==> src/rtl/isa_io_cycle_initiator_if.sv <==
// Command/response and ISA bus signals of the I/O cycle initiator.
// The master modport is the initiator's view; slave is the host/bus side.
interface isa_io_cycle_initiator_if;
  logic       cmd_valid;
  logic       cmd_ready;
  logic       cmd_write;
  logic [9:0] cmd_addr;
  logic [7:0] cmd_wdata;
  logic       rsp_valid;
  logic [7:0] rsp_rdata;
  logic       rsp_timeout;
  logic       isa_ale;
  logic       isa_aen;
  logic [9:0] isa_addr;
  logic       isa_ior;
  logic       isa_iow;
  logic [7:0] isa_data_out;
  logic       isa_data_oe;
  logic [7:0] isa_data_in;
  logic       isa_chrdy;

  modport master (
    input  cmd_valid, cmd_write, cmd_addr, cmd_wdata, isa_data_in, isa_chrdy,
    output cmd_ready, rsp_valid, rsp_rdata, rsp_timeout,
           isa_ale, isa_aen, isa_addr, isa_ior, isa_iow, isa_data_out, isa_data_oe
  );

  modport slave (
    output cmd_valid, cmd_write, cmd_addr, cmd_wdata, isa_data_in, isa_chrdy,
    input  cmd_ready, rsp_valid, rsp_rdata, rsp_timeout,
           isa_ale, isa_aen, isa_addr, isa_ior, isa_iow, isa_data_out, isa_data_oe
  );
endinterface

==> src/rtl/isa_io_cycle_initiator.sv <==
// ISA 8-bit I/O cycle initiator: one command becomes one ALE/IOR#/IOW# bus cycle with CHRDY waits.
// Define ISA_CHRDY_TIMEOUT_EN to abort a strobe held off by CHRDY for TIMEOUT_CYCLES extra cycles.
module isa_io_cycle_initiator #(
  parameter int unsigned STROBE_CYCLES  = 4,
  parameter int unsigned TIMEOUT_CYCLES = 64
) (
  input  logic                           isa_clk,
  input  logic                           isa_reset,
  isa_io_cycle_initiator_if.master       bus
);

`ifdef ISA_CHRDY_TIMEOUT_EN
  localparam bit TIMEOUT_EN = 1'b1;
`else
  localparam bit TIMEOUT_EN = 1'b0;
`endif

  localparam logic [7:0] STROBE_LAST   = 8'(STROBE_CYCLES - 1);
  localparam logic [7:0] TIMEOUT_LIMIT = 8'(TIMEOUT_CYCLES);

  typedef enum logic [2:0] {IDLE, ADDR, SETUP, STROBE, HOLD, RESP} state_t;

  state_t     state_q, state_d;
  logic [7:0] cnt_q, cnt_d;
  logic [7:0] wait_q, wait_d;
  logic       write_q, write_d;
  logic [7:0] wdata_q, wdata_d;
  logic       timed_out_q, timed_out_d;
  logic       chrdy_meta_q, chrdy_meta_d;
  logic       chrdy_s_q, chrdy_s_d;
  logic       cmd_ready_q, cmd_ready_d;
  logic       rsp_valid_q, rsp_valid_d;
  logic [7:0] rsp_rdata_q, rsp_rdata_d;
  logic       rsp_timeout_q, rsp_timeout_d;
  logic       isa_ale_q, isa_ale_d;
  logic       isa_aen_q, isa_aen_d;
  logic [9:0] isa_addr_q, isa_addr_d;
  logic       isa_ior_q, isa_ior_d;
  logic       isa_iow_q, isa_iow_d;
  logic [7:0] isa_data_out_q, isa_data_out_d;
  logic       isa_data_oe_q, isa_data_oe_d;

  // Every bus output is computed one cycle ahead so all outputs leave flops.
  always_comb begin
    state_d        = state_q;
    cnt_d          = cnt_q;
    wait_d         = wait_q;
    write_d        = write_q;
    wdata_d        = wdata_q;
    timed_out_d    = timed_out_q;
    chrdy_meta_d   = bus.isa_chrdy;
    chrdy_s_d      = chrdy_meta_q;
    cmd_ready_d    = cmd_ready_q;
    rsp_valid_d    = rsp_valid_q;
    rsp_rdata_d    = rsp_rdata_q;
    rsp_timeout_d  = rsp_timeout_q;
    isa_ale_d      = isa_ale_q;
    isa_aen_d      = isa_aen_q;
    isa_addr_d     = isa_addr_q;
    isa_ior_d      = isa_ior_q;
    isa_iow_d      = isa_iow_q;
    isa_data_out_d = isa_data_out_q;
    isa_data_oe_d  = isa_data_oe_q;

    case (state_q)
      IDLE: begin
        if (bus.cmd_valid && cmd_ready_q) begin
          state_d     = ADDR;
          cmd_ready_d = 1'b0;
          write_d     = bus.cmd_write;
          wdata_d     = bus.cmd_wdata;
          isa_addr_d  = bus.cmd_addr;
          isa_ale_d   = 1'b1;
          isa_aen_d   = 1'b0;
        end
      end
      ADDR: begin
        state_d   = SETUP;
        isa_ale_d = 1'b0;
        if (write_q) begin
          isa_data_oe_d  = 1'b1;
          isa_data_out_d = wdata_q;
        end
      end
      SETUP: begin
        state_d     = STROBE;
        cnt_d       = 8'd0;
        wait_d      = 8'd0;
        timed_out_d = 1'b0;
        if (write_q) isa_iow_d = 1'b0;
        else         isa_ior_d = 1'b0;
      end
      STROBE: begin
        if (cnt_q != 8'hFF) cnt_d = cnt_q + 8'd1;
        // Past the minimum width, only CHRDY (or the optional timeout) ends the strobe.
        if (cnt_q >= STROBE_LAST) begin
          if (chrdy_s_q) begin
            state_d   = HOLD;
            isa_ior_d = 1'b1;
            isa_iow_d = 1'b1;
            if (!write_q) rsp_rdata_d = bus.isa_data_in;
          end else if (TIMEOUT_EN && (wait_q >= TIMEOUT_LIMIT)) begin
            state_d     = HOLD;
            isa_ior_d   = 1'b1;
            isa_iow_d   = 1'b1;
            timed_out_d = 1'b1;
            if (!write_q) rsp_rdata_d = 8'hFF;
          end else if (wait_q != 8'hFF) begin
            wait_d = wait_q + 8'd1;
          end
        end
      end
      HOLD: begin
        state_d       = RESP;
        rsp_valid_d   = 1'b1;
        rsp_timeout_d = timed_out_q;
        isa_aen_d     = 1'b1;
        isa_data_oe_d = 1'b0;
      end
      RESP: begin
        state_d        = IDLE;
        rsp_valid_d    = 1'b0;
        rsp_timeout_d  = 1'b0;
        cmd_ready_d    = 1'b1;
        isa_addr_d     = 10'd0;
        isa_data_out_d = 8'd0;
      end
      default: begin
        state_d = IDLE;
      end
    endcase
  end

  always_ff @(posedge isa_clk or posedge isa_reset) begin
    if (isa_reset) begin
      state_q        <= IDLE;
      cnt_q          <= 8'd0;
      wait_q         <= 8'd0;
      write_q        <= 1'b0;
      wdata_q        <= 8'd0;
      timed_out_q    <= 1'b0;
      chrdy_meta_q   <= 1'b1;
      chrdy_s_q      <= 1'b1;
      cmd_ready_q    <= 1'b1;
      rsp_valid_q    <= 1'b0;
      rsp_rdata_q    <= 8'd0;
      rsp_timeout_q  <= 1'b0;
      isa_ale_q      <= 1'b0;
      isa_aen_q      <= 1'b1;
      isa_addr_q     <= 10'd0;
      isa_ior_q      <= 1'b1;
      isa_iow_q      <= 1'b1;
      isa_data_out_q <= 8'd0;
      isa_data_oe_q  <= 1'b0;
    end else begin
      state_q        <= state_d;
      cnt_q          <= cnt_d;
      wait_q         <= wait_d;
      write_q        <= write_d;
      wdata_q        <= wdata_d;
      timed_out_q    <= timed_out_d;
      chrdy_meta_q   <= chrdy_meta_d;
      chrdy_s_q      <= chrdy_s_d;
      cmd_ready_q    <= cmd_ready_d;
      rsp_valid_q    <= rsp_valid_d;
      rsp_rdata_q    <= rsp_rdata_d;
      rsp_timeout_q  <= rsp_timeout_d;
      isa_ale_q      <= isa_ale_d;
      isa_aen_q      <= isa_aen_d;
      isa_addr_q     <= isa_addr_d;
      isa_ior_q      <= isa_ior_d;
      isa_iow_q      <= isa_iow_d;
      isa_data_out_q <= isa_data_out_d;
      isa_data_oe_q  <= isa_data_oe_d;
    end
  end

  assign bus.cmd_ready    = cmd_ready_q;
  assign bus.rsp_valid    = rsp_valid_q;
  assign bus.rsp_rdata    = rsp_rdata_q;
  assign bus.rsp_timeout  = rsp_timeout_q;
  assign bus.isa_ale      = isa_ale_q;
  assign bus.isa_aen      = isa_aen_q;
  assign bus.isa_addr     = isa_addr_q;
  assign bus.isa_ior      = isa_ior_q;
  assign bus.isa_iow      = isa_iow_q;
  assign bus.isa_data_out = isa_data_out_q;
  assign bus.isa_data_oe  = isa_data_oe_q;

endmodule

==> src/flat_wrapper.sv <==
// flat-port wrapper written by rule: the top's interface ports become plain ports
module isa_io_cycle_initiator_flat 
#(
  parameter int unsigned STROBE_CYCLES  = 4,
  parameter int unsigned TIMEOUT_CYCLES = 64
)
  (isa_clk, isa_reset, bus_cmd_valid, bus_cmd_write, bus_cmd_addr, bus_cmd_wdata, bus_isa_data_in, bus_isa_chrdy, bus_cmd_ready, bus_rsp_valid, bus_rsp_rdata, bus_rsp_timeout, bus_isa_ale, bus_isa_aen, bus_isa_addr, bus_isa_ior, bus_isa_iow, bus_isa_data_out, bus_isa_data_oe);
  isa_io_cycle_initiator_if bus_i ();
  input  logic isa_clk;
  input  logic isa_reset;
  input wire logic [$bits(bus_i.cmd_valid)-1:0] bus_cmd_valid;
  input wire logic [$bits(bus_i.cmd_write)-1:0] bus_cmd_write;
  input wire logic [$bits(bus_i.cmd_addr)-1:0] bus_cmd_addr;
  input wire logic [$bits(bus_i.cmd_wdata)-1:0] bus_cmd_wdata;
  input wire logic [$bits(bus_i.isa_data_in)-1:0] bus_isa_data_in;
  input wire logic [$bits(bus_i.isa_chrdy)-1:0] bus_isa_chrdy;
  output wire logic [$bits(bus_i.cmd_ready)-1:0] bus_cmd_ready;
  output wire logic [$bits(bus_i.rsp_valid)-1:0] bus_rsp_valid;
  output wire logic [$bits(bus_i.rsp_rdata)-1:0] bus_rsp_rdata;
  output wire logic [$bits(bus_i.rsp_timeout)-1:0] bus_rsp_timeout;
  output wire logic [$bits(bus_i.isa_ale)-1:0] bus_isa_ale;
  output wire logic [$bits(bus_i.isa_aen)-1:0] bus_isa_aen;
  output wire logic [$bits(bus_i.isa_addr)-1:0] bus_isa_addr;
  output wire logic [$bits(bus_i.isa_ior)-1:0] bus_isa_ior;
  output wire logic [$bits(bus_i.isa_iow)-1:0] bus_isa_iow;
  output wire logic [$bits(bus_i.isa_data_out)-1:0] bus_isa_data_out;
  output wire logic [$bits(bus_i.isa_data_oe)-1:0] bus_isa_data_oe;
  assign bus_i.cmd_valid = bus_cmd_valid;
  assign bus_i.cmd_write = bus_cmd_write;
  assign bus_i.cmd_addr = bus_cmd_addr;
  assign bus_i.cmd_wdata = bus_cmd_wdata;
  assign bus_i.isa_data_in = bus_isa_data_in;
  assign bus_i.isa_chrdy = bus_isa_chrdy;
  assign bus_cmd_ready = bus_i.cmd_ready;
  assign bus_rsp_valid = bus_i.rsp_valid;
  assign bus_rsp_rdata = bus_i.rsp_rdata;
  assign bus_rsp_timeout = bus_i.rsp_timeout;
  assign bus_isa_ale = bus_i.isa_ale;
  assign bus_isa_aen = bus_i.isa_aen;
  assign bus_isa_addr = bus_i.isa_addr;
  assign bus_isa_ior = bus_i.isa_ior;
  assign bus_isa_iow = bus_i.isa_iow;
  assign bus_isa_data_out = bus_i.isa_data_out;
  assign bus_isa_data_oe = bus_i.isa_data_oe;
  isa_io_cycle_initiator #(.STROBE_CYCLES(STROBE_CYCLES), .TIMEOUT_CYCLES(TIMEOUT_CYCLES)) u_core (.isa_clk(isa_clk), .isa_reset(isa_reset), .bus(bus_i));
endmodule
==> config.mk <==
export PLATFORM = sky130hd
export DESIGN_NAME = isa_io_cycle_initiator_flat
export DESIGN_NICKNAME = d
export VERILOG_FILES = /design/src/rtl/isa_io_cycle_initiator_if.sv /design/src/rtl/isa_io_cycle_initiator.sv /design/src/flat_wrapper.sv
export SDC_FILE = /design/constraint.sdc
export NUM_CORES = 1
export LEC_CHECK = 0
export CORE_MARGIN = 1
export CORE_UTILIZATION = 42
export DETAILED_ROUTE_END_ITERATION = 10
export PLACE_DENSITY = 0.74
export SYNTH_ARGS = -nofsm -noshare
export SYNTH_HDL_FRONTEND = slang
export SYNTH_SLANG_ARGS = --single-unit
export TNS_END_PERCENT = 5
==> constraint.sdc <==
create_clock -name isa_clk -period 1.95 [get_ports isa_clk]
set_clock_uncertainty 0.15 [all_clocks]
set_input_delay 0.585 -clock isa_clk [delete_from_list [all_inputs] [get_ports isa_clk]]
set_output_delay 0.585 -clock isa_clk [all_outputs]
set_load 0.01 [all_outputs]
# == Word level (Yosys, flattened, before mapping) ==
# Cells that the tools add are included.
# W data, S select, Z words.
# word_totals
inputBits,31
ff_bits,56
# classes
reduce_logical,21
addsub,1
n_bitwise,1
order_cmp,1
n_eq_ne,13
muxes,25
# ops
operator,count
$pmux W8 S2,2
$pmux W10 S2,1
$mux W8,2
$pmux W3 S5,1
$pmux W1 S2,7
$reduce_and A2 Y1,7
$reduce_bool A2 Y1,7
$ne A2 B1 Y1 const B,6
$reduce_and A4 Y1,3
$mux W10,1
$mux W3,3
$add A8 B1 Y8 const B,1
$ge A8 B2 Y1 const B,1
$mux W1,8
$ne A8 B8 Y1 const B,1
$eq A3 B2 Y1 const B,2
$eq A3 B3 Y1 const B,2
$eq A3 B1 Y1 const B,1
$logic_not A3 Y1,1
$reduce_and A3 Y1,1
$ne A2 B2 Y1 const B,1
$reduce_or A2 Y1,1
$logic_and A1 B1 Y1,1
$not A1 Y1,1

# == Logic depth before layout (Yosys ltp) ==
# Gate-level depths: netlist (run 1).
# depth
ltp_word,3
depth_mapped,6

# == Least setup slack after synthesis (run 1) ==
# No wires, ideal clock.
# synth_path
kind,flip-flop to flip-flop
from,register u_core.cnt_q[0]
to,"register u_core.rsp_rdata_q[0], in the netlist u_core.bus.rsp_rdata[0]"
arrival_time_ns,1.460
setup_time_ns,0.125
setup_slack_ns,0.215
required_ns,1.675
path_stages_with_launch,5
path_buffers,0
cell_sequence,dfrtp_1 > ha_1 > nor4_4 > a211oi_4 > mux2_2
# synth_between
elab_chain_cells,2
# synth_rtl
element,line_no,rtl
start: declaration,isa_io_cycle_initiator.sv:24,"logic [7:0] cnt_q, cnt_d;"
start signal: assignment,isa_io_cycle_initiator.sv:157,cnt_q <= cnt_d;
$ge A8 B2 Y1,isa_io_cycle_initiator.sv:96,if (cnt_q >= STROBE_LAST) begin
$reduce_and A4 Y1 (no line),--,
end signal: assignment,isa_io_cycle_initiator.sv:166,rsp_rdata_q <= rsp_rdata_d;
end: declaration,isa_io_cycle_initiator.sv:33,"logic [7:0] rsp_rdata_q, rsp_rdata_d;"
# Every way passes these cells.
# A chain may end at the register's enable or synchronous reset.

# == Final worst setup path (run 1) ==
# layout_path
from,"register u_core.cmd_ready_q, in the netlist u_core.bus.cmd_ready"
to,output port bus_cmd_ready
# layout_lines
element,line_no,rtl
start: declaration,isa_io_cycle_initiator.sv:31,"logic cmd_ready_q, cmd_ready_d;"
start signal: assignment,isa_io_cycle_initiator.sv:164,cmd_ready_q <= cmd_ready_d;
end: declaration,flat_wrapper.sv:17,output wire logic [$bits(bus_i.cmd_ready)-1:0] bus_cmd_ready;
# No word-level cell between the ends.

==> results.ini, run 1 <==
[synth]
synth_common_cells = 49 x dfrtp_1, 16 x nand2_1, 15 x inv_1, 15 x mux2_2, 11 x mux2i_1
synth_area_leaders = dfrtp_1 50%, mux2_2 6.9%, dfstp_2 6.4%
ys.flop_type = dfrtp_1
synth_edf_count = 0
ys_async_sr_fraction_pct = 100
syn_nets = 230
ys_ff_latch = 55
synthCells = 198
synth_top_area_share_pct = 50.1
netlist_area_um2 = 2450
synth.avg_cell_area_um2 = 12.4
synth_area_leader_cell = dfrtp_1
yosys_warnings = 0
yosysSeqAreaShare_pct = 56.5
yosysMostFrequentCell = dfrtp_1
yosysUniqueCellTypes = 46

[setup_path]
startpoint_type = register
crit_type = reg -> out
critPathBufInv = 1
path_depth = 1
crit_chain = dlygate4sd2_1
worstPathMaxFanout = 4
r2r_start = u_core.cnt_q[0]
cp-end-kind = primary output
reg2reg_setup_slack_ps = 140
cp_slowest_cell = dfstp_2
cp.required_ps = 1210
worstRegToRegCells = 4
rr_endpoint = u_core.bus.rsp_rdata[4]
arrival_ps = 1140
slowest_delay_ps = 570
crit_family = flip-flops
critical_path.endpoint = bus_cmd_ready
crit_path_start = u_core.bus.cmd_ready

[clocking]
root_buffer = clkbuf_8
clkSlewWorstSetupHoldPaths_ps = 100
cts_resized = 24
holdBufCountCts = 0
post_cts_buffers = 0
cts_buffers = 5
cts_htree_levels = 2
clock_sinks = 55
clock_path_buffers = 2
clock_latency_ps = 310
cts_tree = done

[cells_and_area]
post-route-util_pct = 59.0
fin_area_um2 = 3290
diodes = 0
drive_gt1_share_pct = 19.1
nets = 298
area_delta_synth_final_pct = 34.3
fill_cells = 482

[grt]
track_usage_pct = 16.6
grt_pass1_wl_um = 7910
antenna_found_initial = 0
use_met1_pct = 23.5
first_global_vias = 1662
grt_max_degree = 56
use_met3_pct = 3.14
overflow = 0
top_usage_layer = met2
grtUsageMet2_pct = 26.0

[sta]
layout_min_cycle_time_ps = 1880
setup_viol_count_final = 0
max_freq_mhz = 532
rsz0062_at_grt = no
finalSetupTns_ps = 0
drv_slew = 0
layout_setup_ws_ps = 70.5
finalHoldViolCount = 0
min_period_over_period_pct = 96.4

[floorplan]
fp.dieH_um = 78.4
placeableCoreArea_um2 = 5570
die_w_um = 78.4
ioPinCount = 65
std_cell_rows = 27
dieArea_um2 = 6140
initial_utilization_pct = 43.9

[placed_design]
dp_slack_ps = -145
routabilityCongestion = 0.858
io_buffers = 63
placed_cell_area_um2 = 3200
hpwl_um = 3400

[route]
drtIter0Drc = 105
drt-wirelength-per-cell_um = 14.1
dr.pass1.iters = 4
drc_errors = 0
route.vias.total = 1743
via_per_inst = 5.14
antenna_left = 0
drt_wl_total_um = 4780

[worst_hold_path]
hold_depth = 0
min_path_type = reg -> reg
min-delay-start = u_core.chrdy_meta_q

[power_and_ir_drop]
power_uw = 4370
ir_drop_uv = 628
p_leak_uw = 0.00161
p_per_area_nw_per_um2 = 1330

[flow_run]
cap_violations = 0

[status]
status = finished clean

==> through the flow <==
step | cells | hold slack [ps]
2_1_floorplan | 198 | 195
3_3_place_gp | 331 | 197
3_5_place_dp | 331 | 197
4_1_cts | 339 | 212
5_1_grt | 339 | 217
6_report | 339 | 212
==> logic make-up after synthesis <==
logic type / after synthesis / synth area share (%)
other: 1 / 0.153
adder cells (fa/ha/maj): 1 / 0.511
buffers and inverters: 29 / 5.98
AND/OR/NAND/NOR: 44 / 12.2
multiplexers: 28 / 12.6
flip-flops: 55 / 56.5
AO/OA/AOI/OAI: 40 / 12.0
==> cell usage in the layout, fill, tap and decap left out, drive strengths merged, types with 2 or more instances in the layout <==
cell	n
o31ai	2
mux2i	11
dfstp	6
a21oi	7
nand2	16
nand2b	3
and3	2
dfrtp	49
nand4	2
clkdlybuf4s50	30
nor3	3
a21o	4
a211oi	4
clkbuf	6
and4	2
a22o	8
nor2b	2
o21ai	5
nor2	3
a31oi	2
o22ai	2
buf	12
clkinvlp	2
and4b	2
mux2	17
dlygate4sd2	24
dlymetal6s2s	9
inv	14
nand4b	2
a41oi	2
==> cell type report <==
| class | count | area, um2 | share of cell area (%) |
|---|---|---|---|
| multi-input cells | 114 | 918 | 27.9 |
| well taps | 72 | 90.1 | 2.74 |
| clock inverters | 2 | 16.3 | 0.494 |
| clock buffers | 6 | 82.6 | 2.51 |
| inverters | 15 | 60.1 | 1.83 |
| flip-flops and latches | 55 | 1380 | 42.1 |
| repair buffers | 75 | 738 | 22.4 |
==> how the worst min path moves through the flow <==
| stage | end | slack, ps |
|---|---|---|
| 2_1_floorplan | u_core.chrdy_s_q | 200 |
| 3_3_place_gp | u_core.chrdy_s_q | 200 |
| 3_5_place_dp | u_core.chrdy_s_q | 200 |
| 4_1_cts | u_core.chrdy_s_q | 210 |
| 5_1_grt | u_core.chrdy_s_q | 220 |
| 6_report | u_core.chrdy_s_q | 210 |
==> flip-flops by register name (all words and copies together), names as in the netlist <==
register	count
u_core.bus.isa_aen	1
u_core.state_q	3
u_core.bus.isa_ale	1
u_core.bus.isa_ior	1
u_core.cnt_q	8
u_core.bus.isa_data_out	8
u_core.wdata_q	8
u_core.write_q	1
u_core.chrdy_s_q	1
u_core.bus.isa_addr	10
u_core.bus.rsp_valid	1
u_core.bus.isa_iow	1
u_core.bus.isa_data_oe	1
u_core.bus.rsp_rdata	8
u_core.chrdy_meta_q	1
u_core.bus.cmd_ready	1
==> where the power goes <==
| part | switching (uW) | total (uW) | leakage [uW] | internal (uW) |
|---|---|---|---|---|
| Combinational | 792 | 1750 | 0.000891 | 955 |
| Clock | 374 | 665 | 0.0000474 | 291 |
| Sequential | 323 | 1960 | 0.000669 | 1640 |
==> worst reg2reg max path, stage by stage, from the launching register on <==
cell      delay (ps)
dfrtp_1          410
ha_1             240
nor4_4            80
a211oi_4         450
mux2_2           390
==> per-layer routing <==
layer,routed length [um],part of all wire [%],vias up
li1,-,-,833
met1,2240,47,858
met2,2300,48,47
met3,182,3.8,5
met4,53,1.1,0
met5,0,0,-
(Power assumes the default switching activity.)
==> run 2, diff against run 1 <==
CORE_MARGIN = default   (was 1)
CORE_UTILIZATION = 40   (was 42)
PLACE_DENSITY = 0.68   (was 0.74)
clock period = 1.8 ns   (was 1.95 ns; I/O delays follow)
==> run 2 against run 1 <==
Count of clock-buffer cells in the layout increased by 1. Register-to-register slack lost 130 ps. Via count up 3.4%. Critical path depth up 4. Final cell count grew 4.1%. Design area up 1.6%. Die area increased by 4.9%. Critical endpoint is now u_core.bus.rsp_rdata[5].
==> results.ini, run 2 (same netlist as run 1, synthesis figures left out) <==
[setup_path]
arrival_ps = 1830  ; was 1140 ps
crit_chain = ha_2, nor4_4, a211oi_4, buf_6, mux2_2  ; was dlygate4sd2_1
cp.required_ps = 1840  ; was 1210 ps
cp_slowest_cell = dfrtp_1  ; was dfstp_2
cp-end-kind = register  ; was primary output
crit_family = flip-flops  ; unchanged
worstPathMaxFanout = 5  ; was 4
slowest_delay_ps = 400  ; was 570 ps
critPathBufInv = 1  ; unchanged
crit_type = reg -> reg  ; was reg -> out
startpoint_type = register  ; unchanged

[placed_design]
dp_slack_ps = -296  ; was -145 ps
routabilityCongestion = 0.779  ; was 0.858
dpl.cell_count = 343  ; was 331
hpwl_um = 3380  ; was 3400 um
io_buffers = 63  ; unchanged

[clocking]
clkSlewWorstSetupHoldPaths_ps = 90  ; was 100 ps
cts_htree_levels = 2  ; unchanged
clock_sinks = 55  ; unchanged
clock_latency_ps = 300  ; was 310 ps
root_buffer = clkbuf_8  ; unchanged
clock_path_buffers = 2  ; unchanged
holdBufCountCts = 0  ; unchanged
cts_buffers = 5  ; unchanged
cts_tree = done  ; unchanged

[power_and_ir_drop]
ir_drop_uv = 775  ; was 628 uV
p_per_area_nw_per_um2 = 1430  ; was 1330 nW/um2
p_leak_uw = 0.00158  ; was 0.00161 uW

[grt]
use_met3_pct = 3.86  ; was 3.14%
grt_pass1_wl_um = 7940  ; was 7910 um
first_global_vias = 1712  ; was 1,662
grtUsageMet2_pct = 25.7  ; was 26.0%
overflow = 0  ; unchanged
top_usage_layer = met2  ; unchanged
track_usage_pct = 16.0  ; was 16.6%
grt_max_degree = 43  ; was 56
use_met1_pct = 21.1  ; was 23.5%
antenna_found_initial = 0  ; unchanged

[cells_and_area]
largest_reg_flops = 10  ; unchanged
mostFrequentLayoutCell = dfrtp_1  ; unchanged
layoutNonFillerInstCount = 353  ; was 339
post-route-util_pct = 56.5  ; was 59.0%
area_delta_synth_final_pct = 36.5  ; was 34.3%
drive_gt1_share_pct = 23.4  ; was 19.1%
diodes = 0  ; unchanged
nets = 309  ; was 298
layout_common_cells = 49 x dfrtp_1, 30 x clkdlybuf4s50_1, 29 x dlygate4sd2_1  ; was 49 x dfrtp_1, 30 x clkdlybuf4s50_1, 24 x dlygate4sd2_1

[worst_hold_path]
min_path_type = reg -> reg  ; unchanged

[route]
route.vias.total = 1803  ; was 1,743
drt_wl_total_um = 4690  ; was 4780 um
drtIter0Drc = 46  ; was 105
drt-wirelength-per-cell_um = 13.3  ; was 14.1 um
drc_errors = 0  ; unchanged
dr.pass1.iters = 4  ; unchanged
via_per_inst = 5.11  ; was 5.14
antenna_left = 0  ; unchanged

[sta]
rsz0062_at_grt = yes  ; was no
layout_min_cycle_time_ps = 1790
finalHoldViolCount = 0  ; unchanged
min_period_over_period_pct = 99.2
max_freq_mhz = 560
drv_slew = 0  ; unchanged
layout_setup_ws_ps = 14.7  ; was 70.5 ps
setup_viol_count_final = 0  ; unchanged

[floorplan]
std_cell_rows = 28  ; was 27
placeableCoreArea_um2 = 5920  ; was 5570 um2
initial_utilization_pct = 41.4  ; was 43.9%
die_w_um = 80.2  ; was 78.4 um
ioPinCount = 65  ; unchanged
dieArea_um2 = 6440  ; was 6140 um2
fp.dieH_um = 80.2  ; was 78.4 um

[status]
status = finished clean  ; unchanged

[flow_run]
cap_violations = 0  ; unchanged

[run 2: cell types whose count changed in the layout (fill, tap and decap cells not counted), sizes merged]
cell	previous run	this run
buf	12	24
clkbuf	6	8
clkinvlp	2	1
clkdlybuf4s15	0	2
dlygate4sd2	24	29
dlymetal6s2s	9	0
[run 2: per-stage QoR]
step	instance area, um2	hold WS (ps)	TNS, ps	power, uW
after floorplan	2450	195	0	3260
after global placement	3270	199	-4870	4300
after detailed placement	3270	199	-4980	4340
after CTS	3330	213	-0.559	4840
after global routing	3340	215	-154	5140
final	3340	212	0	4790
[run 2: layer usage]
metal,part of all wire [%],vias to the layer above
met5,0,-
met1,46,879
met4,1.6,0
li1,-,856
met3,6.1,8
met2,47,60
[run 2: worst paths after layout]
kind	from	end	slack, ps	cells past startpoint
min reg2reg	u_core.chrdy_meta_q	u_core.chrdy_s_q	210	0
max	u_core.cnt_q[0]	u_core.bus.rsp_rdata[5]	10	5
min	u_core.chrdy_meta_q	u_core.chrdy_s_q	210	0
min in group asynchronous	isa_reset	u_core.write_q	480	3
max reg2reg	u_core.cnt_q[0]	u_core.bus.rsp_rdata[5]	10	5
max in group asynchronous	isa_reset	u_core.bus.isa_aen	740	3
[run 2: report_power, final]
group	switching, uW	internal, uW	leakage (uW)
Combinational	883	1090	0.000858
Clock	392	316	0.0000484
Sequential	333	1780	0.000669
[run 2: area by class of cell]
type                    count  area (um2)
well taps                  75        93.8
fillers                   537        2580
flip-flops and latches     55        1380
repair buffers             86         790
clock inverters             1        8.76
multi-input cells         114         921
inverters                  15        60.1
clock buffers               7        86.3
[run 2: what timing repair did]
action	in CTS	in global routing
pin swaps	0	3
buffers inserted	0	4
hold endpoints to repair	0	0
endpoints found under the setup margin	34	14
resized for setup	39	8
